## config.mk

```make
export PLATFORM = sky130hd
export DESIGN_NAME = i2c_sensor_target
export DESIGN_NICKNAME = d
export VERILOG_FILES = /design/src/rtl/i2c_sensor_target_pkg.sv /design/src/rtl/i2c_sensor_target_line_sync.sv /design/src/rtl/i2c_sensor_target.sv
export SDC_FILE = /design/constraint.sdc
export NUM_CORES = 1
export LEC_CHECK = 0
export ABC_CLOCK_PERIOD_IN_PS = 2800
export CORE_MARGIN = 2
export CORE_UTILIZATION = 57
export CTS_CLUSTER_SIZE = 40
export DETAILED_ROUTE_END_ITERATION = 10
export GPL_TIMING_DRIVEN = 1
export PLACE_DENSITY = 0.85
export SYNTH_ARGS = -nofsm -noshare
export SYNTH_HDL_FRONTEND = slang
export SYNTH_SLANG_ARGS = --single-unit
export TNS_END_PERCENT = 1
```

## constraint.sdc

```tcl
create_clock -name i_clk -period 2.8 [get_ports i_clk]
set_clock_uncertainty 0.15 [all_clocks]
set_input_delay 0.42 -clock i_clk [delete_from_list [all_inputs] [get_ports i_clk]]
set_output_delay 0.42 -clock i_clk [all_outputs]
set_load 0.05 [all_outputs]
```

## src/rtl/i2c_sensor_target_pkg.sv

```systemverilog
// i2c_sensor_target_pkg: state encoding, register map and read mux shared by the I2C sensor target
package i2c_sensor_target_pkg;
  typedef enum logic [3:0] {
    S_IDLE, S_ADDR, S_ADDR_ACK, S_REG, S_REG_ACK, S_WDATA, S_WDATA_ACK, S_RDATA, S_RACK
  } state_t;
  localparam logic [7:0] REG_TEMP   = 8'h00;
  localparam logic [7:0] REG_FRAC   = 8'h0F;
  localparam logic [7:0] REG_CFG_WR = 8'h09;
  localparam logic [7:0] REG_CFG_RD = 8'h03;
  function automatic logic [7:0] reg_read(input logic [7:0] ptr, input logic [7:0] t_int,
                                          input logic [7:0] t_frac, input logic [7:0] cfg);
    return ptr == REG_TEMP ? t_int : ptr == REG_FRAC ? t_frac : ptr == REG_CFG_RD ? cfg : 8'h00;
  endfunction
  function automatic logic is_ack(input state_t s);
    return s inside {S_ADDR_ACK, S_REG_ACK, S_WDATA_ACK};
  endfunction
endpackage

```

## src/rtl/i2c_sensor_target_line_sync.sv

```systemverilog
// i2c_line_sync: SCL/SDA synchronizers with START, STOP and SCL edge detection
module i2c_line_sync #(
  parameter int SYNC_STAGES = 2
) (
  input  logic i_clk,
  input  logic i_rst,
  input  logic i_scl,
  input  logic i_sda,
  output logic o_sda,
  output logic o_scl_rise,
  output logic o_scl_fall,
  output logic o_start,
  output logic o_stop
);
  logic [SYNC_STAGES-1:0] scl_sync_q, sda_sync_q;
  logic scl_prev_q, sda_prev_q, scl_s, sda_s;
  assign scl_s = scl_sync_q[SYNC_STAGES-1];
  assign sda_s = sda_sync_q[SYNC_STAGES-1];
  // synchronizer chains plus one-cycle-old copies for edge detection; idle bus level is high
  always_ff @(posedge i_clk or posedge i_rst)
    if (i_rst) begin
      scl_sync_q <= '1;
      sda_sync_q <= '1;
      scl_prev_q <= 1'b1;
      sda_prev_q <= 1'b1;
    end else begin
      scl_sync_q <= SYNC_STAGES'({scl_sync_q, i_scl});
      sda_sync_q <= SYNC_STAGES'({sda_sync_q, i_sda});
      scl_prev_q <= scl_s;
      sda_prev_q <= sda_s;
    end
  assign o_sda      = sda_s;
  assign o_scl_rise = scl_s & ~scl_prev_q;
  assign o_scl_fall = ~scl_s & scl_prev_q;
  assign o_start    = scl_s & scl_prev_q & sda_prev_q & ~sda_s;
  assign o_stop     = scl_s & scl_prev_q & ~sda_prev_q & sda_s;
endmodule

```

## src/rtl/i2c_sensor_target.sv

```systemverilog
// i2c_sensor_target: I2C target exposing a temperature snapshot and one config register
module i2c_sensor_target
  import i2c_sensor_target_pkg::*;
#(
  parameter logic [6:0] ADDR7       = 7'h4E,
  parameter logic [7:0] CFG_RESET   = 8'h00,
  parameter int         SYNC_STAGES = 2
) (
  input  logic       i_clk,
  input  logic       i_rst,
  input  logic       i_scl,
  input  logic       i_sda,
  output logic       o_sda_oe,
  input  logic [7:0] i_temp_int,
  input  logic [7:0] i_temp_frac,
  output logic [7:0] o_cfg,
  output logic       o_cfg_wr,
  output logic       o_busy
);
  logic sda_s, scl_rise, scl_fall, start, stop;
  state_t state_q, state_d;
  logic [2:0] cnt_q, cnt_d;
  logic [7:0] shift_q, shift_d, ptr_q, ptr_d, tx_q, tx_d, cfg_q, cfg_d;
  logic [7:0] snap_int_q, snap_int_d, snap_frac_q, snap_frac_d;
  logic phase_q, phase_d, cfg_wr_q, cfg_wr_d, busy_q, busy_d;
  logic [7:0] byte_in;
  logic last, addr_hit, in_rx, in_ack;

  i2c_line_sync #(.SYNC_STAGES(SYNC_STAGES)) u_sync (
    .i_clk     (i_clk),
    .i_rst     (i_rst),
    .i_scl     (i_scl),
    .i_sda     (i_sda),
    .o_sda     (sda_s),
    .o_scl_rise(scl_rise),
    .o_scl_fall(scl_fall),
    .o_start   (start),
    .o_stop    (stop)
  );

  assign byte_in  = {shift_q[6:0], sda_s};
  assign last     = cnt_q == 3'd0;
  assign addr_hit = byte_in[7:1] == ADDR7;
  assign in_rx    = state_q inside {S_ADDR, S_REG, S_WDATA};
  assign in_ack   = is_ack(state_q);

  // state register
  always_ff @(posedge i_clk or posedge i_rst)
    if (i_rst) state_q <= S_IDLE;
    else state_q <= state_d;

  // next state: bus conditions override everything; ACK states leave on their second SCL fall
  always_comb begin
    state_d = state_q;
    if (stop) state_d = S_IDLE;
    else if (start) state_d = S_ADDR;
    else
      case (state_q)
        S_IDLE:      state_d = S_IDLE;
        S_ADDR:      if (scl_rise && last) state_d = addr_hit ? S_ADDR_ACK : S_IDLE;
        S_ADDR_ACK:  if (scl_fall && phase_q) state_d = shift_q[0] ? S_RDATA : S_REG;
        S_REG:       if (scl_rise && last) state_d = S_REG_ACK;
        S_REG_ACK:   if (scl_fall && phase_q) state_d = S_WDATA;
        S_WDATA:     if (scl_rise && last) state_d = S_WDATA_ACK;
        S_WDATA_ACK: if (scl_fall && phase_q) state_d = S_WDATA;
        S_RDATA:     if (scl_fall && last) state_d = S_RACK;
        S_RACK:      if (scl_rise && sda_s) state_d = S_IDLE;
                     else if (scl_fall && phase_q) state_d = S_RDATA;
        default:     state_d = S_IDLE;
      endcase
  end

  // datapath next values: bit counter wraps 0->7 so every byte starts at bit 7 without reload
  always_comb begin
    cnt_d       = cnt_q;
    shift_d     = shift_q;
    phase_d     = phase_q;
    ptr_d       = ptr_q;
    tx_d        = tx_q;
    cfg_d       = cfg_q;
    cfg_wr_d    = 1'b0;
    snap_int_d  = snap_int_q;
    snap_frac_d = snap_frac_q;
    if (scl_rise && in_rx) begin
      shift_d = byte_in;
      cnt_d   = cnt_q - 3'd1;
    end
    if (scl_fall && state_q == S_RDATA) begin
      tx_d  = {tx_q[6:0], 1'b0};
      cnt_d = cnt_q - 3'd1;
    end
    if (in_ack && scl_fall) phase_d = ~phase_q;
    if (state_q == S_RACK) phase_d = scl_rise ? ~sda_s : scl_fall ? 1'b0 : phase_q;
    if (state_q == S_ADDR && scl_rise && last && addr_hit && sda_s) begin
      snap_int_d  = i_temp_int;
      snap_frac_d = i_temp_frac;
    end
    if (state_q == S_REG && scl_rise && last) ptr_d = byte_in;
    if (state_q == S_WDATA && scl_rise && last) begin
      ptr_d    = ptr_q + 8'd1;
      cfg_d    = ptr_q == REG_CFG_WR ? byte_in : cfg_q;
      cfg_wr_d = ptr_q == REG_CFG_WR;
    end
    if (state_q == S_RDATA && scl_fall && last) ptr_d = ptr_q + 8'd1;
    if (state_d == S_RDATA && state_q != S_RDATA) tx_d = reg_read(ptr_q, snap_int_q, snap_frac_q, cfg_q);
    if (start || stop) begin
      cnt_d   = 3'd7;
      phase_d = 1'b0;
    end
  end

  // busy rises on an address match and drops whenever the target returns to IDLE
  always_comb begin
    busy_d = (state_q == S_ADDR && state_d == S_ADDR_ACK) ? 1'b1 : state_d == S_IDLE ? 1'b0 : busy_q;
  end

  // datapath registers
  always_ff @(posedge i_clk or posedge i_rst)
    if (i_rst) begin
      cnt_q       <= 3'd7;
      shift_q     <= '0;
      phase_q     <= 1'b0;
      ptr_q       <= '0;
      tx_q        <= '1;
      cfg_q       <= CFG_RESET;
      cfg_wr_q    <= 1'b0;
      snap_int_q  <= '0;
      snap_frac_q <= '0;
      busy_q      <= 1'b0;
    end else begin
      cnt_q       <= cnt_d;
      shift_q     <= shift_d;
      phase_q     <= phase_d;
      ptr_q       <= ptr_d;
      tx_q        <= tx_d;
      cfg_q       <= cfg_d;
      cfg_wr_q    <= cfg_wr_d;
      snap_int_q  <= snap_int_d;
      snap_frac_q <= snap_frac_d;
      busy_q      <= busy_d;
    end

  // SDA pull-down from registered state only, so reset releases the line immediately
  always_comb begin
    o_sda_oe = (in_ack && phase_q) || (state_q == S_RDATA && !tx_q[7]);
  end

  assign o_cfg    = cfg_q;
  assign o_cfg_wr = cfg_wr_q;
  assign o_busy   = busy_q;
endmodule

```

=== Word level (Yosys, flattened, before mapping) ===
Cells that the tools add are included.

* $add $sub $neg: 2
* Eq/ne operators: 16
* Muxes and demuxes: 32
* Bitwise gates (word level): 12
* Reductions and logical operators: 36

{| class="wikitable"
|+ Operators by type and width
! operator !! count
|-
| $mux W8 || 8
|-
| $mux W4 || 10
|-
| $pmux W4 S7 || 1
|-
| $eq A4 B3 Y1 const B || 5
|-
| $logic_and A1 B1 Y1 || 20
|-
| $eq A8 B4 Y1 const B || 2
|-
| $reduce_bool A3 Y1 || 5
|-
| $eq A4 B2 Y1 const B || 3
|-
| $mux W3 || 4
|-
| $add A8 B1 Y8 const B || 1
|-
| $eq A8 B2 Y1 const B || 1
|-
| $logic_not A8 Y1 || 1
|-
| $mux W1 || 8
|-
| $ne A4 B3 Y1 const B || 2
|-
| $and A1 B1 Y1 || 7
|-
| $eq A7 B7 Y1 const B || 1
|-
| $not A1 Y1 || 5
|-
| $eq A4 B1 Y1 const B || 1
|-
| $eq A4 B4 Y1 const B || 1
|-
| $logic_not A4 Y1 || 1
|-
| $reduce_and A2 Y1 || 2
|-
| $reduce_bool A2 Y1 || 2
|-
| $logic_not A3 Y1 || 1
|-
| $sub A3 B1 Y3 const B || 1
|-
| other kinds (4) || 5
|}

* Register bits after elaboration: 63
* Bits of input ports: 20
* Output and inout port bits: 11

=== Logic depth before layout (Yosys ltp) ===
Gate-level depths: netlist of run 1.

* Word-level depth: 11
* Depth in mapped cells: 10
* Mapped depth without buffers: 8

=== By module ===
From an unflattened synthesis of run 1, not the netlist that was laid out.

* Cells, all modules: 309
* Area, all modules: 3270.6 um2

{| class="wikitable"
|+ By module, submodules not included
! module !! times used !! cells an instance !! area each (um2) !! seq. area each (um2)
|-
| i2c_sensor_target || 1 || 298 || 3076.7 || 1440.1
|-
| i2c_line_sync || 1 || 11 || 193.9 || 157.7
|}

=== Worst setup path before layout of run 1 ===
No wires, ideal clock.

* Path kind: reg-to-reg
* Start point: register u_sync.scl_sync_q[1]
* End point: register tx_q[3]
* Library setup time: 0.081 ns
* Arrival: 2.313 ns
* Data required time: 2.569 ns
* Setup slack: 0.255 ns
* Cell stages (with the launch flop): 10
* Buffers on the path: 1
* Cells stage by stage: dfstp_2 > inv_1 > ha_1 > and3_1 > o221ai_1 > nand3_1 > a32o_2 > or4_4 > buf_6 > o211ai_1

* Longest elaborated chain between the ends: 11

{| class="wikitable"
|+ RTL lines
! element !! RTL line !! text
|-
| from (decl) || i2c_sensor_target_line_sync.sv:15 || <nowiki>logic [SYNC_STAGES-1:0] scl_sync_q, sda_sync_q;</nowiki>
|-
| from (signal assigned) || i2c_sensor_target_line_sync.sv:27 || <nowiki>scl_sync_q <= SYNC_STAGES'({scl_sync_q, i_scl});</nowiki>
|-
| $not A1 Y1 || i2c_sensor_target_line_sync.sv:34 || <nowiki>assign o_scl_fall = ~scl_s & scl_prev_q;</nowiki>
|-
| $and A1 B1 Y1 || i2c_sensor_target_line_sync.sv:34 ||
|-
| $logic_and A1 B1 Y1 || - ||
|-
| $mux W4 || i2c_sensor_target.sv:68 || <nowiki>else if (scl_fall && phase_q) state_d = S_RDATA;</nowiki>
|-
| $mux W4 || i2c_sensor_target.sv:67 || <nowiki>S_RACK: if (scl_rise && sda_s) state_d = S_IDLE;</nowiki>
|-
| $pmux W4 S7 || i2c_sensor_target.sv:58 || <nowiki>case (state_q)</nowiki>
|-
| $mux W4 || i2c_sensor_target.sv:56 || <nowiki>else if (start) state_d = S_ADDR;</nowiki>
|-
| $mux W4 || i2c_sensor_target.sv:55 || <nowiki>if (stop) state_d = S_IDLE;</nowiki>
|-
| $eq A4 B3 Y1 || i2c_sensor_target.sv:105 || <nowiki>if (state_d == S_RDATA && state_q != S_RDATA) tx_d = reg_read(ptr_q, snap_int_q, snap_frac_q, cfg_q);</nowiki>
|-
| $logic_and A1 B1 Y1 || i2c_sensor_target.sv:105 ||
|-
| $mux W8 / $reduce_bool A2 Y1 (equally long branches) || - ||
|-
| to (signal assigned) || i2c_sensor_target.sv:135 || <nowiki>tx_q <= tx_d;</nowiki>
|-
| to (decl) || i2c_sensor_target.sv:23 || <nowiki>logic [7:0] shift_q, shift_d, ptr_q, ptr_d, tx_q, tx_d, cfg_q, cfg_d;</nowiki>
|}

Several ways; a longest one is shown, not always the timed one.
A chain may end at the register's enable or synchronous reset.

=== Worst setup path in the final report of run 1 ===
* Start point: register u_sync.scl_prev_q
* End point: register tx_q[3]

* Longest elaborated chain between the ends: 10

{| class="wikitable"
|+ RTL lines
! element !! RTL line !! text
|-
| from (decl) || i2c_sensor_target_line_sync.sv:16 || <nowiki>logic scl_prev_q, sda_prev_q, scl_s, sda_s;</nowiki>
|-
| from (signal assigned) || i2c_sensor_target_line_sync.sv:29 || <nowiki>scl_prev_q <= scl_s;</nowiki>
|-
| $and A1 B1 Y1 / $not A1 Y1 (equally long branches) || i2c_sensor_target_line_sync.sv:34, i2c_sensor_target_line_sync.sv:33 ||
|-
| $logic_and A1 B1 Y1 / $and A1 B1 Y1 (equally long branches) || - ||
|-
| $mux W4 (tied with other cells) || i2c_sensor_target.sv:68 ||
|-
| $mux W4 (on tied branches) || - ||
|-
| $pmux W4 S7 || i2c_sensor_target.sv:58 ||
|-
| $mux W4 || i2c_sensor_target.sv:56 ||
|-
| $mux W4 || i2c_sensor_target.sv:55 ||
|-
| $eq A4 B3 Y1 || i2c_sensor_target.sv:105 ||
|-
| $logic_and A1 B1 Y1 || i2c_sensor_target.sv:105 ||
|-
| $mux W8 / $reduce_bool A2 Y1 (equally long branches) || - ||
|}

Several ways; a longest one is shown, not always the timed one.

==> results of run 1 <==
[flip-flops by register name, indices dropped and copies added (netlist names), 2 cells and up]
signal and count:
o_cfg 8, ptr_q 8, snap_frac_q 8, snap_int_q 8, tx_q 8, shift_q 7, state_q 4, cnt_q 3
u_sync.scl_sync_q 2, u_sync.sda_sync_q 2
[Yosys cell counts (all sizes together), types with 3 or more instances]
library cell	instances	share of area (%)
a21o	3	0.69
a21oi	12	1.8
a221o	11	3.4
and2	3	0.57
and3	6	1.1
buf	5	1.1
clkbuf	11	1.3
dfrtp	46	35
dfstp	17	14
ha	9	3.4
inv	12	1.4
mux2	31	11
mux2i	11	3.4
nand2	17	1.9
nand2b	3	0.57
nand3	14	2.1
nor2	14	1.8
nor2b	4	0.76
nor3	3	0.46
nor3b	4	0.91
nor4	5	1.3
o211ai	5	1.1
o21ai	13	2.0
or4	4	1.0
[logic make-up after synthesis]
kind of cell | after synthesis | synth area share, %
AND/OR/NAND/NOR | 86 | 15.21
AO/OA/AOI/OAI | 64 | 14.22
flip-flops | 63 | 48.67
multiplexers | 42 | 13.99
buffers and inverters | 28 | 3.696
adder cells (fa/ha/maj) | 9 | 3.430
XOR/XNOR | 3 | 0.8005
[power by group]
group | internal, mW | switching, mW
clock | 0.412 | 0.375
combinational | 0.169 | 0.163
sequential | 1.02 | 0.0981
[cell usage in the layout (no fill, tap or decap), types with 3 or more instances in the layout]
| cell type | n |
|---|---|
| nand2b_1 | 3 |
| a21oi_1 | 12 |
| mux2i_1 | 11 |
| and2_1 | 3 |
| or4_1 | 3 |
| nand3_1 | 14 |
| clkdlybuf4s50_1 | 30 |
| ha_1 | 7 |
| nor3_1 | 3 |
| a21o_1 | 3 |
| buf_4 | 12 |
| nor3b_1 | 4 |
| o21ai_0 | 12 |
| mux2_2 | 31 |
| inv_1 | 11 |
| a221o_1 | 11 |
| o211ai_1 | 5 |
| and3_1 | 6 |
| dfstp_2 | 17 |
| clkbuf_8 | 9 |
| dfrtp_1 | 46 |
| nand2_1 | 17 |
| nor2b_1 | 4 |
| nor4_1 | 3 |
| nor2_1 | 13 |
[worst max-delay path: stages (launching register included)]
cell and delay (ns):
dfstp_2 0.56, inv_1 0.07, ha_2 0.20, a21boi_0 0.15, o221ai_1 0.23, nand3_1 0.12
a32o_2 0.30, or4_4 0.63, o211ai_1 0.21
[timing repair]
action / in CTS / in global routing
setup endpoints to repair: 0 / 8
setup buffers: 0 / 2
resized for setup: 0 / 5
[final timing paths]
kind	start	slack (ns)	to	cells past startpoint
max	u_sync.scl_prev_q$_DFF_PP1_	0.09	tx_q[3]$_DFFE_PP1P_	8
min	u_sync.sda_sync_q[0]$_DFF_PP1_	0.20	u_sync.sda_sync_q[1]$_DFF_PP1_	0
max reg2reg	u_sync.scl_prev_q$_DFF_PP1_	0.09	tx_q[3]$_DFFE_PP1P_	8
min reg2reg	u_sync.sda_sync_q[0]$_DFF_PP1_	0.20	u_sync.sda_sync_q[1]$_DFF_PP1_	0
max in group asynchronous	i_rst	1.55	tx_q[6]$_DFFE_PP1P_	3
min in group asynchronous	i_rst	0.30	state_q[1]$_DFF_PP0_	2
[per-layer routing]
| metal | part of all wire, % | vias up | global-route usage (%) |
|---|---|---|---|
| li1 | - | 1177 | - |
| met1 | 44 | 1266 | 34.13 |
| met2 | 49 | 121 | 38.42 |
| met3 | 6.2 | 8 | 6.222 |
| met4 | 0.83 | 0 | 5.932 |
| met5 | 0 | - | 0 |
[cell type report]
| cell class | instances | area [µm²] | area share, % |
|---|---|---|---|
| Sequential cell | 63 | 1598 | 40.73 |
| Multi-Input combinational cell | 204 | 1583 | 40.35 |
| Timing Repair Buffer | 43 | 410.4 | 10.46 |
| Clock inverter | 7 | 72.57 | 1.850 |
| Clock buffer | 9 | 123.9 | 3.158 |
| Tap cell | 72 | 90.09 | 2.297 |
| Inverter | 12 | 45.04 | 1.148 |
[metrics by stage]
stage	hold slack, ns	cells	setup slack [ns]
6_report	0.1963	410	0.09427
4_1_cts	0.2018	408	0.04880
3_5_place_dp	0.1976	392	0.09808
5_1_grt	0.2045	410	0.02101
2_1_floorplan	0.1952	295	0.2552
3_3_place_gp	0.1960	392	0.1502
==> impl_metrics.py, run 1 <==
metrics = {
    "status": {
        "status": "completed",
    },
    "die": {
        "start_util_pct": 59.26,
        "core_um2": 5540,
        "die_h_um": 79.90,
        "io-pin-count": 31,
        "die_w_um": 79.90,
        "die_area_um2": 6383,
        "rows": 27,
    },
    "clocking": {
        "cts_tree": "done",
        "cts_root_buf": "clkbuf_8",
        "cts_max_level": 3,
        "clk_pin_slew_ns": 0.08,
        "cts.sinks": 63,
        "hold_buffers": 0,
        "cts_buffer_depth": 2,
        "cts_buffers": 9,
        "insertion_delay_ns": 0.34,
    },
    "finish": {
        "n_fill_cell": 414,
        "area_delta_synth_final_pct": 19.47,
        "drive_gt1_share_pct": 26.33,
        "final_area_um2": 3923,
        "finish.utilization_pct": 70.80,
        "final_nets": 362,
        "diodes": 0,
    },
    "pwr": {
        "p_leak_nw": 1.737,
        "peakVddDrop_mv": 0.4627,
        "p_per_area_nw_per_um2": 570.3,
        "report.power.total_mw": 2.237,
    },
    "synth": {
        "syn_inst": 295,
        "synth-seq-cells": 63,
        "syn_nets": 324,
        "synthesis.area_um2": 3283,
        "yosys_warnings": 0,
        "synth_edf_count": 0,
        "post_synth.cell_area_avg_um2": 11.13,
        "ys.flop_type": "dfrtp_1",
        "yosysSeqAreaShare_pct": 48.67,
        "synth.distinct_cells": 55,
        "postSynth.asyncResetShare_pct": 100.0,
    },
    "detailed_routing": {
        "drc": 0,
        "drt_first_pass_iters": 5,
        "wire_per_inst_um": 17.83,
        "via_per_inst": 6.273,
        "routed_wl_um": 7310,
        "postRouteAntennaNets": 0,
        "drtIter0Drc": 239,
        "vias": 2572,
    },
    "timing": {
        "worst_pin_slew_ns": 0.6518,
        "max_slew_margin_pct": 56.14,
        "rsz0062_at_grt": "no",
        "fin_tns_setup_ns": 0,
        "layout_min_cycle_time_ns": 2.706,
        "setup_viol": 0,
        "fin_crit_sh_pct": 96.63,
        "clock.fmax_mhz": 369.6,
        "finalMaxSlewViolations": 0,
        "hold_viol_final": 0,
    },
    "hold_path": {
        "hp-class": "flop to flop",
    },
    "setup_path": {
        "cp.required_ns": 2.91,
        "path_class": "flop to flop",
        "cp.arrival_ns": 2.81,
        "worstSetupEndpointType": "flop",
        "cp_max_fo": 8,
        "critPathLaunchType": "flop",
    },
    "grt": {
        "grt_max_degree": 39,
        "grtUsageTotal_pct": 24.46,
        "grt_pass1_wl_um": 11880,
        "grt_pass1_vias": 2367,
        "grt.overflow.total": 0,
        "antenna_found_initial": 0,
    },
    "run": {
        "drv_cap": 0,
    },
    "placed_design": {
        "place.gp.congestion": 0.9547,
        "port_buffers": 30,
        "place_area_um2": 3692,
        "hpwlAfterDp_um": 5088,
    },
}
Power figures use the tool's default switching activity.
==> run 2, diff against run 1 <==
Settings changed: ABC_CLOCK_PERIOD_IN_PS 2800 to not set, GPL_TIMING_DRIVEN 1 to not set.
Clock period 2.8 ns to 2.7 ns, I/O delays scaled along.
==> run 2 against run 1 <==
Compared with the run above: via count fell by 2.1%; non-clock buffer count rose by 1; register-to-register slack barely moved; final cell count rose by 0.24%; clock power rose by 9.4%; first-iteration DRC count fell by 41%; critical path depth did not move; power rose by 5.6%; global-route usage rose by 0.78 points; sequential power rose by 4%; sequential share of layout area fell by 0.21 points; critical path type unchanged; highest routed layer unchanged.
==> impl_metrics.py, run 2 (synthesized netlist as in run 1, its figures left out) <==
metrics = {
    "placed_design": {
        "hpwlAfterDp_um": 5157,
        "port_buffers": 30,
        "place.gp.congestion": 0.9084,
        "place_area_um2": 3705,
    },
    "clocking": {
        "cts.sinks": 63,
        "cts_buffers": 9,
        "cts_root_buf": "clkbuf_8",
        "cts_buffer_depth": 2,
        "cts_max_level": 3,
        "cts_tree": "done",
        "insertion_delay_ns": 0.34,
        "hold_buffers": 0,
        "clk_pin_slew_ns": 0.07,
    },
    "timing": {
        "fin_crit_sh_pct": 96.23,
        "layout_min_cycle_time_ns": 2.598,
        "hold_viol_final": 0,
        "setup_viol": 0,
        "worst_pin_slew_ns": 0.6358,
        "max_slew_margin_pct": 57.22,
        "finalMaxSlewViolations": 0,
        "clock.fmax_mhz": 384.9,
        "rsz0062_at_grt": "yes",
    },
    "setup_path": {
        "cp.arrival_ns": 2.71,
        "cp.required_ns": 2.81,
        "cp_max_fo": 8,
        "path_class": "flop to flop",
        "cp_cell_sequence": "inv_1 -> ha_2 -> and3_1 -> o221ai_1 -> nand3_1 -> a32o_2 -> or4_4 -> o211ai_1",
        "slowest_stage": "or4_4",
        "worstSetupEndpointType": "flop",
        "critPathLaunchType": "flop",
        "critPathMaxStageDelay_ns": 0.63,
    },
    "pwr": {
        "power.share.combinational_pct": 14.4,
        "p_switching_uw": 633.0,
        "p_leak_nw": 1.758,
        "clockPowerShare_pct": 36.4,
        "peakVddDrop_mv": 0.4524,
        "p_int_mw": 1.730,
        "report.power.total_mw": 2.363,
        "p_per_area_nw_per_um2": 599.5,
        "power_frac_seq_pct": 49.2,
        "switching_share_pct": 26.78,
    },
    "die": {
        "rows": 27,
        "core_um2": 5540,
        "die_w_um": 79.90,
        "die_area_um2": 6383,
        "die_h_um": 79.90,
        "start_util_pct": 59.26,
        "io-pin-count": 31,
    },
    "grt": {
        "grtUsageTotal_pct": 25.24,
        "grt_pass1_wl_um": 11990,
        "antenna_found_initial": 0,
        "grt.overflow.total": 0,
        "grt_pass1_vias": 2439,
        "grt_max_degree": 38,
    },
    "detailed_routing": {
        "drt_first_pass_iters": 5,
        "routed_wl_um": 7324,
        "drc": 0,
        "vias": 2518,
        "wire_per_inst_um": 17.82,
        "postRouteAntennaNets": 0,
        "via_per_inst": 6.127,
        "drtIter0Drc": 141,
    },
    "status": {
        "status": "completed",
    },
    "run": {
        "drv_cap": 0,
    },
    "finish": {
        "final_area_um2": 3943,
        "diodes": 0,
        "drive_gt1_share_pct": 26.84,
        "area_delta_synth_final_pct": 20.08,
        "final_nets": 363,
        "most-common-layout-cells": "dfrtp_1, mux2_2, clkdlybuf4s50_1, nand2_1, dfstp_2",
        "final_common_cell": "dfrtp_1",
    },
    "hold_path": {
        "hp-class": "flop to flop",
    },
}
-- run 2: through the flow --
| step | util [%] | hold WS (ns) | worst slack (ns) | setup TNS [ns] | std cells |
|---|---|---|---|---|---|
| floorplan | - | 0.1952 | 0.1552 | 0 | 295 |
| global placement | 66.87 | 0.1978 | 0.002722 | 0 | 394 |
| detailed placement | 66.87 | 0.1987 | -0.03581 | -0.07640 | 394 |
| CTS | 70.78 | 0.2086 | 0.02898 | 0 | 410 |
| global route | 71.16 | 0.2181 | -0.01966 | -0.03237 | 411 |
| finish | 71.16 | 0.2091 | 0.1018 | 0 | 411 |
-- run 2: metal layers --
metal | track usage [%] | wire (µm)
met2 | 39.08 | 3559
met5 | 0 | 0
met1 | 33.73 | 3261
met4 | 10.85 | 172
met3 | 6.335 | 331
-- run 2: path summary, 6_finish.rpt --
kind	slack, ns	to	cells after the start	from
max	0.10	tx_q[7]$_DFFE_PP1P_	8	u_sync.scl_sync_q[1]$_DFF_PP1_
min	0.21	u_sync.sda_sync_q[1]$_DFF_PP1_	0	u_sync.sda_sync_q[0]$_DFF_PP1_
max reg2reg	0.10	tx_q[7]$_DFFE_PP1P_	8	u_sync.scl_sync_q[1]$_DFF_PP1_
min reg2reg	0.21	u_sync.sda_sync_q[1]$_DFF_PP1_	0	u_sync.sda_sync_q[0]$_DFF_PP1_
max in group asynchronous	1.51	ptr_q[7]$_DFFE_PP0P_	3	i_rst
min in group asynchronous	0.29	state_q[3]$_DFF_PP0_	2	i_rst
-- run 2: what timing repair did --
action | CTS | global route
setup buffers | 0 | 1
pin swaps | 0 | 3
gates resized for setup | 1 | 4
setup endpoints to repair | 8 | 12
-- run 2: layout make-up --
cell class | count | area (µm²)
tap | 72 | 90.09
inverter | 12 | 45.04
timing repair buffer | 44 | 415.4
fill | 431 | 1598
multi-input combinational | 204 | 1585
sequential | 63 | 1598
clock buffer | 13 | 168.9
clock inverter | 3 | 40.04
-- run 2: worst max-delay path: cells and delay by family (launching register included) --
kind / cells / cell delay, ns
AND/OR/NAND/NOR: 3 / 0.87
flip-flops: 1 / 0.57
adder cells (fa/ha/maj): 1 / 0.19
AO/OA/AOI/OAI: 3 / 0.68
buffers and inverters: 1 / 0.06
-- run 2: power by group through the flow --
stage                     Clock (mW)  Combinational, mW  Sequential [mW]
final                          0.861              0.339             1.16
after global routing           0.921              0.374             1.18
after CTS                      0.877              0.332             1.16
after detailed placement           0              0.330             1.17
after global placement             0              0.321             1.17
after floorplan                    0              0.213             1.16
